**config.mk**
```make
export PLATFORM = sky130hd
export DESIGN_NAME = decode_stage
export DESIGN_NICKNAME = d
export VERILOG_FILES = /design/src/rtl/rv32_pkg.sv /design/src/rtl/inst_field_decode.sv /design/src/rtl/decode_stage.sv
export SDC_FILE = /design/constraint.sdc
export NUM_CORES = 1
export LEC_CHECK = 0
export CORE_ASPECT_RATIO = 1.4
export CORE_UTILIZATION = 52
export DETAILED_ROUTE_END_ITERATION = 8
export PLACE_DENSITY = 0.87
export SLEW_MARGIN = 20
export SYNTH_ARGS = -nofsm -noshare
export SYNTH_HDL_FRONTEND = slang
export SYNTH_SLANG_ARGS = --single-unit
```
**constraint.sdc**
```tcl
create_clock -name clk_i -period 3.35 [get_ports clk_i]
set_input_delay 0.5025 -clock clk_i [delete_from_list [all_inputs] [get_ports clk_i]]
set_output_delay 0.5025 -clock clk_i [all_outputs]
set_load 0.01 [all_outputs]
```
**src/rtl/rv32_pkg.sv**
```systemverilog
// Shared RV32I decode definitions: opcodes, immediate-select codes and the
// decoded bundle that travels from decode towards execute.
package rv32_pkg;

  localparam int PC_W = 32;

  localparam logic [6:0] OPC_LOAD   = 7'b0000011;
  localparam logic [6:0] OPC_FENCE  = 7'b0001111;
  localparam logic [6:0] OPC_OP_IMM = 7'b0010011;
  localparam logic [6:0] OPC_AUIPC  = 7'b0010111;
  localparam logic [6:0] OPC_STORE  = 7'b0100011;
  localparam logic [6:0] OPC_OP     = 7'b0110011;
  localparam logic [6:0] OPC_LUI    = 7'b0110111;
  localparam logic [6:0] OPC_BRANCH = 7'b1100011;
  localparam logic [6:0] OPC_JALR   = 7'b1100111;
  localparam logic [6:0] OPC_JAL    = 7'b1101111;
  localparam logic [6:0] OPC_SYSTEM = 7'b1110011;

  localparam logic [1:0] IMM_SEL_U20 = 2'b00;
  localparam logic [1:0] IMM_SEL_A12 = 2'b01;
  localparam logic [1:0] IMM_SEL_B12 = 2'b10;

  typedef struct packed {
    logic [6:0]  opcode;
    logic [4:0]  rd;
    logic [4:0]  rs1;
    logic [4:0]  rs2;
    logic [2:0]  funct3;
    logic [6:0]  funct7;
    logic [19:0] imm20;
    logic [11:0] imm12a;
    logic [11:0] imm12b;
    logic [1:0]  imm_sel;
    logic        illegal;
  } id_fields_t;

  typedef struct packed {
    logic [PC_W-1:0] pc;
    id_fields_t      f;
  } id_bundle_t;

endpackage

```
**src/rtl/inst_field_decode.sv**
```systemverilog
// Purely combinational RV32I field extraction and immediate-select decode.
module inst_field_decode
  import rv32_pkg::*;
(
  input  logic [31:0] inst,
  output id_fields_t  fields
);

  always_comb begin
    fields         = '0;
    fields.opcode  = inst[6:0];
    fields.rd      = inst[11:7];
    fields.rs1     = inst[19:15];
    fields.rs2     = inst[24:20];
    fields.funct3  = inst[14:12];
    fields.funct7  = inst[31:25];
    fields.imm20   = inst[31:12];
    fields.imm12a  = inst[31:20];
    fields.imm12b  = '0;
    fields.imm_sel = IMM_SEL_U20;
    fields.illegal = 1'b0;
    case (inst[6:0])
      OPC_LOAD, OPC_OP_IMM, OPC_JALR: fields.imm_sel = IMM_SEL_A12;
      OPC_STORE: begin
        fields.imm_sel = IMM_SEL_B12;
        fields.imm12b  = {inst[31:25], inst[11:7]};
      end
      OPC_BRANCH: begin
        fields.imm_sel = IMM_SEL_B12;
        fields.imm12b  = {inst[31], inst[7], inst[30:25], inst[11:8]};
      end
      OPC_LUI, OPC_AUIPC, OPC_JAL, OPC_OP, OPC_FENCE, OPC_SYSTEM:
        fields.imm_sel = IMM_SEL_U20;
      default: fields.illegal = 1'b1;
    endcase
  end

endmodule

```
**src/rtl/decode_stage.sv**
```systemverilog
// IF->ID pipeline stage: decodes the fetched instruction and registers the
// bundle towards execute, with a one-entry skid buffer absorbing stalls.
module decode_stage
  import rv32_pkg::*;
#(
  parameter int XLEN   = 32,
  parameter int INST_W = 32
) (
  input  logic              clk_i,
  input  logic              rst_i,
  input  logic              flush_i,
  input  logic              if_valid_i,
  output logic              if_ready_o,
  input  logic [XLEN-1:0]   if_pc_i,
  input  logic [INST_W-1:0] if_inst_i,
  output logic              ex_valid_o,
  input  logic              ex_ready_i,
  output logic [XLEN-1:0]   pc_o,
  output logic [6:0]        opcode_o,
  output logic [4:0]        rd_o,
  output logic [4:0]        rs1_o,
  output logic [4:0]        rs2_o,
  output logic [2:0]        funct3_o,
  output logic [6:0]        funct7_o,
  output logic [19:0]       imm20_o,
  output logic [11:0]       imm12a_o,
  output logic [11:0]       imm12b_o,
  output logic [1:0]        imm_sel_o,
  output logic              illegal_o
);

  id_fields_t dec_fields;
  id_bundle_t dec_bundle;
  id_bundle_t main_q;
  id_bundle_t skid_q;
  logic       main_valid;
  logic       skid_valid;
  logic       in_fire;
  logic       out_fire;

  inst_field_decode u_dec (
    .inst   (if_inst_i),
    .fields (dec_fields)
  );

  assign dec_bundle = '{pc: if_pc_i, f: dec_fields};

  // Ready comes only from the skid flop, so it never sees ex_ready_i.
  assign if_ready_o = ~skid_valid;
  assign in_fire    = if_valid_i & if_ready_o;
  assign out_fire   = main_valid & ex_ready_i;

  always_ff @(posedge clk_i) begin
    if (rst_i) begin
      main_valid <= 1'b0;
      skid_valid <= 1'b0;
      main_q     <= '0;
      skid_q     <= '0;
    end else if (flush_i) begin
      main_valid <= 1'b0;
      skid_valid <= 1'b0;
    end else if (skid_valid) begin
      if (out_fire) begin
        main_q     <= skid_q;
        skid_valid <= 1'b0;
      end
    end else if (in_fire) begin
      if (!main_valid || out_fire) begin
        main_q     <= dec_bundle;
        main_valid <= 1'b1;
      end else begin
        skid_q     <= dec_bundle;
        skid_valid <= 1'b1;
      end
    end else if (out_fire) begin
      main_valid <= 1'b0;
    end
  end

  assign ex_valid_o = main_valid;
  assign pc_o       = main_q.pc;
  assign opcode_o   = main_q.f.opcode;
  assign rd_o       = main_q.f.rd;
  assign rs1_o      = main_q.f.rs1;
  assign rs2_o      = main_q.f.rs2;
  assign funct3_o   = main_q.f.funct3;
  assign funct7_o   = main_q.f.funct7;
  assign imm20_o    = main_q.f.imm20;
  assign imm12a_o   = main_q.f.imm12a;
  assign imm12b_o   = main_q.f.imm12b;
  assign imm_sel_o  = main_q.f.imm_sel;
  assign illegal_o  = main_q.f.illegal;

endmodule

```
==> results of run 1 <==
==> cell type report <==
cell class	instances	area share, %
Tap cell	153	2.11
Clock buffer	22	5.25
Clock inverter	9	1.19
Timing Repair Buffer	197	22.0
Sequential cell	160	35.4
Inverter	4	0.166
Multi-Input combinational cell	520	33.9
==> worst min-delay path by stage <==
stage	start	end	slack, ns	cells after the start
after detailed placement	skid_q[1]	skid_q[1]	0.45	2
final	skid_q[1]	skid_q[1]	0.45	2
after global placement	skid_q[14]	skid_q[14]	0.44	2
after CTS	skid_q[1]	skid_q[1]	0.45	2
after global routing	skid_q[65]	skid_q[65]	0.47	2
after floorplan	skid_q[14]	skid_q[14]	0.43	2
==> through the flow <==
step	setup slack, ns	power (uW)
floorplan	1.68	2360
global placement	0.815	2640
detailed placement	0.767	2660
CTS	0.993	4550
global route	0.925	4680
finish	1.00	4510
==> kinds of logic (layout without fill, tap and decap cells) <==
kind of cell           count (synthesis)  after routing
DFF                                  160            160
buffers and inverters                104            232
AOI/OAI and AO/OA                    180            180
and+or+nand+nor                      264            264
muxes                                 76             76
==> worst max-delay path: stages (launching register included) <==
cell and delay [ns]:
dfxtp_4 0.65, inv_1 0.22, clkdlybuf4s50_1 0.54
==> cells in the final DEF, fill, tap and decap left out, types with 2 or more instances in the layout <==
cell type / instances
a211oi_1: 70
a211oi_2: 9
a21oi_1: 92
buf_12: 5
buf_4: 12
bufinv_16: 2
clkbuf_1: 3
clkbuf_16: 18
clkdlybuf4s50_1: 180
clkinv_2: 3
clkinv_4: 2
clkinvlp_4: 2
dfxtp_1: 159
inv_1: 4
mux2i_1: 76
nand2_1: 147
nand3_1: 2
nand3b_1: 12
nand4b_1: 2
nor2_1: 81
nor4_1: 11
o2111ai_1: 2
o21ai_0: 2
==> per-layer routing <==
| metal | track usage [%] | routed length [um] | vias up | share of wire (%) |
|---|---|---|---|---|
| met1 | 28.6 | 6800 | 2722 | 42 |
| met3 | 4.89 | 661 | 17 | 4.1 |
| met2 | 40.6 | 8390 | 138 | 52 |
| li1 | - | - | 2920 | - |
| met5 | 0 | 0 | - | 0 |
| met4 | 8.25 | 295 | 0 | 1.8 |
==> synth_stat cells (2+ instances only) <==
| cell | number |
|---|---|
| nand2_1 | 147 |
| a211oi_1 | 70 |
| buf_6 | 6 |
| nand4b_1 | 2 |
| o2111ai_1 | 2 |
| a211oi_2 | 9 |
| mux2i_1 | 76 |
| nand3_1 | 2 |
| a21oi_1 | 92 |
| nor2_1 | 81 |
| dfxtp_1 | 160 |
| clkbuf_1 | 32 |
| o21ai_0 | 2 |
| buf_2 | 26 |
| nand3b_1 | 12 |
| nor4_1 | 11 |
| inv_1 | 4 |
| buf_4 | 35 |
==> state kept, by name, summed over array words and instances, names as in the netlist <==
signal / cells
skid_q: 79
rs2_o: 4
imm12b_o: 12
funct3_o: 2
rs1_o: 4
rd_o: 5
skid_valid: 1
ex_valid_o: 1
imm20_o: 3
opcode_o: 7
imm_sel_o: 2
illegal_o: 1
funct7_o: 7
pc_o: 32
==> where the power goes <==
group          leakage (uW)  internal [uW]  switching, uW
Sequential          0.00130           1980           46.3
Clock              0.000281           1160            743
Combinational       0.00137            319            271
Total               0.00296           3450           1060
==> results.ini, run 1 <==
[sta]
hold_violations=0
min_period_ns=2.35
fmaxAchievable_mhz=426
drv_slew=0
min_period_over_period_pct=70.1
rsz0062_at_grt=false
worst_pin_slew_ns=0.950
setup_violations=0
fin_worst_skew_ns=0.00593
tns_ns=0
hold_ws_ns=0.452
slew-limit-headroom_pct=36.2

[worst_setup_path]
rr_endpoint=skid_q[69]
reg2reg_from=skid_valid
crit_arrival_ns=1.84
crit_end=if_ready_o
crit_start=skid_valid
crit_path_end_kind=primary output
start_kind=flop
rrSetupSlack_ns=1.32
rr_worst_depth=4
worst-setup-path-type=flop to primary output
worstPathRequired_ns=2.85
cp_max_fo=29

[logic_synthesis]
ys_ff_latch=160
synth_area_um2=6870
synth_fa_ha_area_share_pct=0
avgSynthCellArea_um2=8.76
syn_inst=784
synth-compound-area-share_pct=17.3
synth-simple-area-share_pct=16.3
syn_nets=853
ys_types=33
synthTopCellsByArea=dfxtp_1 (47%), mux2i_1 (11%), nand2_1 (8.0%)
synth_mux_area_share_pct=11.1
synthFlopType=dfxtp_1
synth.yosys.seq_area_share_pct=46.6
synthArstFlopShare_pct=0
synth-edff-count=0
yosysWarnings=0
synth_top_family_by_area=compound AO/OA/AOI/OAI gates
synth_top_area_share_pct=46.6
synth_xor_xnor_area_share_pct=0
synth_top_area_cell=dfxtp_1

[cts]
cts.sinks=160
clkTransAtPathRegs_ns=0.06
numCtsBuffers=17
cts_tree=yes
hold_buffers=0
cts_root_buf=clkbuf_16
cts_setup_buffers=0
cts_buffer_depth=2
cts_max_level=4
cts.repair.resized=0
insertion_delay_ns=0.41

[global_route]
grt_pass1_wl_um=25600
grt_max_degree=86
grt_usage_pct=23.3
grt_pass1_vias=5203
grt_overflow_total=0
antenna_found_initial=0

[final_layout]
antenna_cells=0
drive_above_1_share_pct=6.36
utilization_pct=70.3
design_area_um2=9050
final_nets=969
syn_to_final_growth_pct=31.8
register_area_um2=3210
multiInputGateArea_um2=3070
fill_cells=986
instances_no_fill=1065

[min_path]
hold_path.class=flop to flop

[routing]
wl_per_cell_um=15.2
drc=0
drtAntennaViolNets=0
viasPerCell=5.44
dr.pass1.iters=4
wl_um=16100
num_vias=5797
drt_first_iter_violations=320

[run]
cap_violations=0

[floorplan]
dieWidth_um=99.1
num_rows=49
die_area_um2=13700
die_h_um=138
num_io_pins=182
core_area_um2=12900
initial_utilization_pct=53.3

[place]
gp_congestion=0.744
place_inst=1034
portBuffers=181
dp_hpwl_um=10200
postPlaceCellArea_um2=8470

[outcome]
status=completed

[power_and_ir_drop]
peakVddDrop_v=0.000341
power.leakage_uw=0.00296
cellPowerDensity_nw_per_um2=498

Power figures use the tool's default switching activity.
==> run 2: changes to the inputs <==
- CORE_UTILIZATION: 52 -> 44
- PLACE_DENSITY: 0.87 -> 0.78
- clock period: 3.35 -> 2 ns (I/O delays scaled with it)
==> run 2 against run 1 <==
Net effect: flip-flop and latch count stayed put; critical path depth stayed put; die area rose by 18%; routed wire length grew 1.1%; cell count is 5.4% higher; register-to-register slack got worse by 1.0 ns; largest power group is now the clock network; highest routed layer unchanged.
==> results.ini, run 2 (same netlist as run 1, synthesis figures left out) <==
[outcome]
status=completed

[power_and_ir_drop]
finalPower_uw=7930  ; +76%
p_int_uw=6040  ; +75%
combPwrFrac_pct=13.1  ; about the same
swShare_pct=23.9  ; +0.39 points
p_switching_uw=1900  ; +79%
power.leakage_uw=0.00314  ; +6.0%
pwr-share-clk_pct=44.2  ; +2.1 points
seq_power_share_pct=42.7  ; -2.1 points
cellPowerDensity_nw_per_um2=839  ; +68%
peakVddDrop_v=0.000495  ; +45%

[worst_setup_path]
worstPathRequired_ns=1.70  ; -1.15 ns
cp_max_fo=8  ; -72%
start_kind=flop
crit_arrival_ns=1.51  ; -0.33 ns
crit_path_end_kind=primary output
worst-setup-path-type=flop to primary output

[sta]
fin_worst_skew_ns=0.0109  ; +0.00492 ns
drv_slew=0  ; unchanged
min_period_over_period_pct=90.5
slew-limit-headroom_pct=57.3  ; +21 points
min_period_ns=1.81
hold_violations=0  ; unchanged
hold_ws_ns=0.354  ; -0.0983 ns
fmaxAchievable_mhz=552
rsz0062_at_grt=false
setup_violations=0  ; unchanged
worst_pin_slew_ns=0.641  ; -0.309 ns

[final_layout]
largest_register=skid_q
largest_register_ffs=79  ; unchanged
fill_cells=1263  ; +28%
antenna_cells=0  ; unchanged
mostFrequentLayoutCells=clkdlybuf4s50_1 (180), dfxtp_1 (159), nand2_1 (147)
syn_to_final_growth_pct=37.7
design_area_um2=9460  ; +4.4%
layout_commonest_cell=clkdlybuf4s50_1
final_nets=987  ; +1.9%
drive_above_1_share_pct=8.59  ; +2.2 points
utilization_pct=62.5  ; -7.8 points

[global_route]
grt_pass1_wl_um=26400  ; +3.4%
grt_pass1_vias=5463  ; +5.0%
antenna_found_initial=0  ; unchanged
grt_usage_pct=20.8  ; -2.6 points
grt_overflow_total=0  ; unchanged
grt_max_degree=83  ; -3.5%

[run]
cap_violations=0  ; unchanged

[routing]
wl_per_cell_um=14.5  ; -4.1%
drc=0  ; unchanged
drt_first_iter_violations=271  ; -15%
viasPerCell=5.18  ; -4.9%
num_vias=5816  ; +0.33%
dr.pass1.iters=4  ; unchanged
drtAntennaViolNets=0  ; unchanged
wl_um=16300  ; +1.1%

[place]
dp_hpwl_um=10800  ; +5.3%
postPlaceCellArea_um2=8810  ; +4.0%
gp_congestion=0.752  ; +0.97%
portBuffers=181  ; unchanged

[floorplan]
core_area_um2=15100  ; +17%
num_io_pins=182  ; unchanged
die_area_um2=16100  ; +18%
num_rows=53  ; +8.2%
die_h_um=150  ; +8.6%
initial_utilization_pct=45.4  ; -7.9 points
dieWidth_um=108  ; +8.5%

[cts]
insertion_delay_ns=0.42  ; about the same
cts_max_level=4  ; unchanged
cts.repair.resized=0  ; unchanged
hold_buffers=0  ; unchanged
numCtsBuffers=17  ; unchanged
clkTransAtPathRegs_ns=0.06  ; about the same
cts_buffer_depth=2  ; unchanged
cts_root_buf=clkbuf_16
cts.sinks=160  ; unchanged
cts_setup_buffers=0  ; unchanged
cts_tree=yes

[min_path]
hold_path.class=input pin to flop

## run 2: layout make-up
class | count | area (um^2) | area share, %
Sequential cell | 160 | 3210 | 33.9
Clock buffer | 18 | 439 | 4.64
Tap cell | 192 | 240 | 2.54
Clock inverter | 14 | 204 | 2.16
Multi-Input combinational cell | 520 | 3070 | 32.5
Inverter | 4 | 15.0 | 0.159
Timing Repair Buffer | 215 | 2280 | 24.1
## run 2: layer usage
metal | global-route usage, % | part of all wire [%] | routed length, um
met1 | 24.6 | 43 | 7000
met2 | 35.7 | 50 | 8190
met3 | 4.62 | 4.8 | 788
met4 | 8.84 | 2.1 | 349
met5 | 0 | 0 | 0
## run 2: critical path, cell delays in order, from the launching register on
cell,delay (ns)
dfxtp_4,0.38
inv_1,0.16
clkdlybuf4s50_1,0.57
## run 2: final timing paths
path	endpoint	slack, ns	start	cells past startpoint
hold / removal	skid_q[39]	0.35	rst_i	2
setup / recovery	if_ready_o	0.19	skid_valid	2
setup reg to reg	rs1_o[1]	0.30	ex_valid_o	6
hold reg to reg	skid_q[62]	0.45	skid_q[62]	2
## run 2: power by group through the flow
| stage | clock [uW] | combinational [uW] | sequential, uW |
|---|---|---|---|
| floorplan | 0 | 454 | 3500 |
| global placement | 0 | 1030 | 3450 |
| detailed placement | 0 | 1040 | 3460 |
| CTS | 3580 | 1050 | 3390 |
| global route | 3710 | 1130 | 3400 |
| finish | 3500 | 1040 | 3390 |
## run 2: metrics by stage
step                      TNS, ns  cells  setup slack (ns)
after CTS                       0   1123             0.169
after floorplan                 0    784             0.331
after global routing            0   1123             0.112
final                           0   1123             0.190
after global placement     -0.154   1091           -0.0340
after detailed placement   -0.495   1091           -0.0673
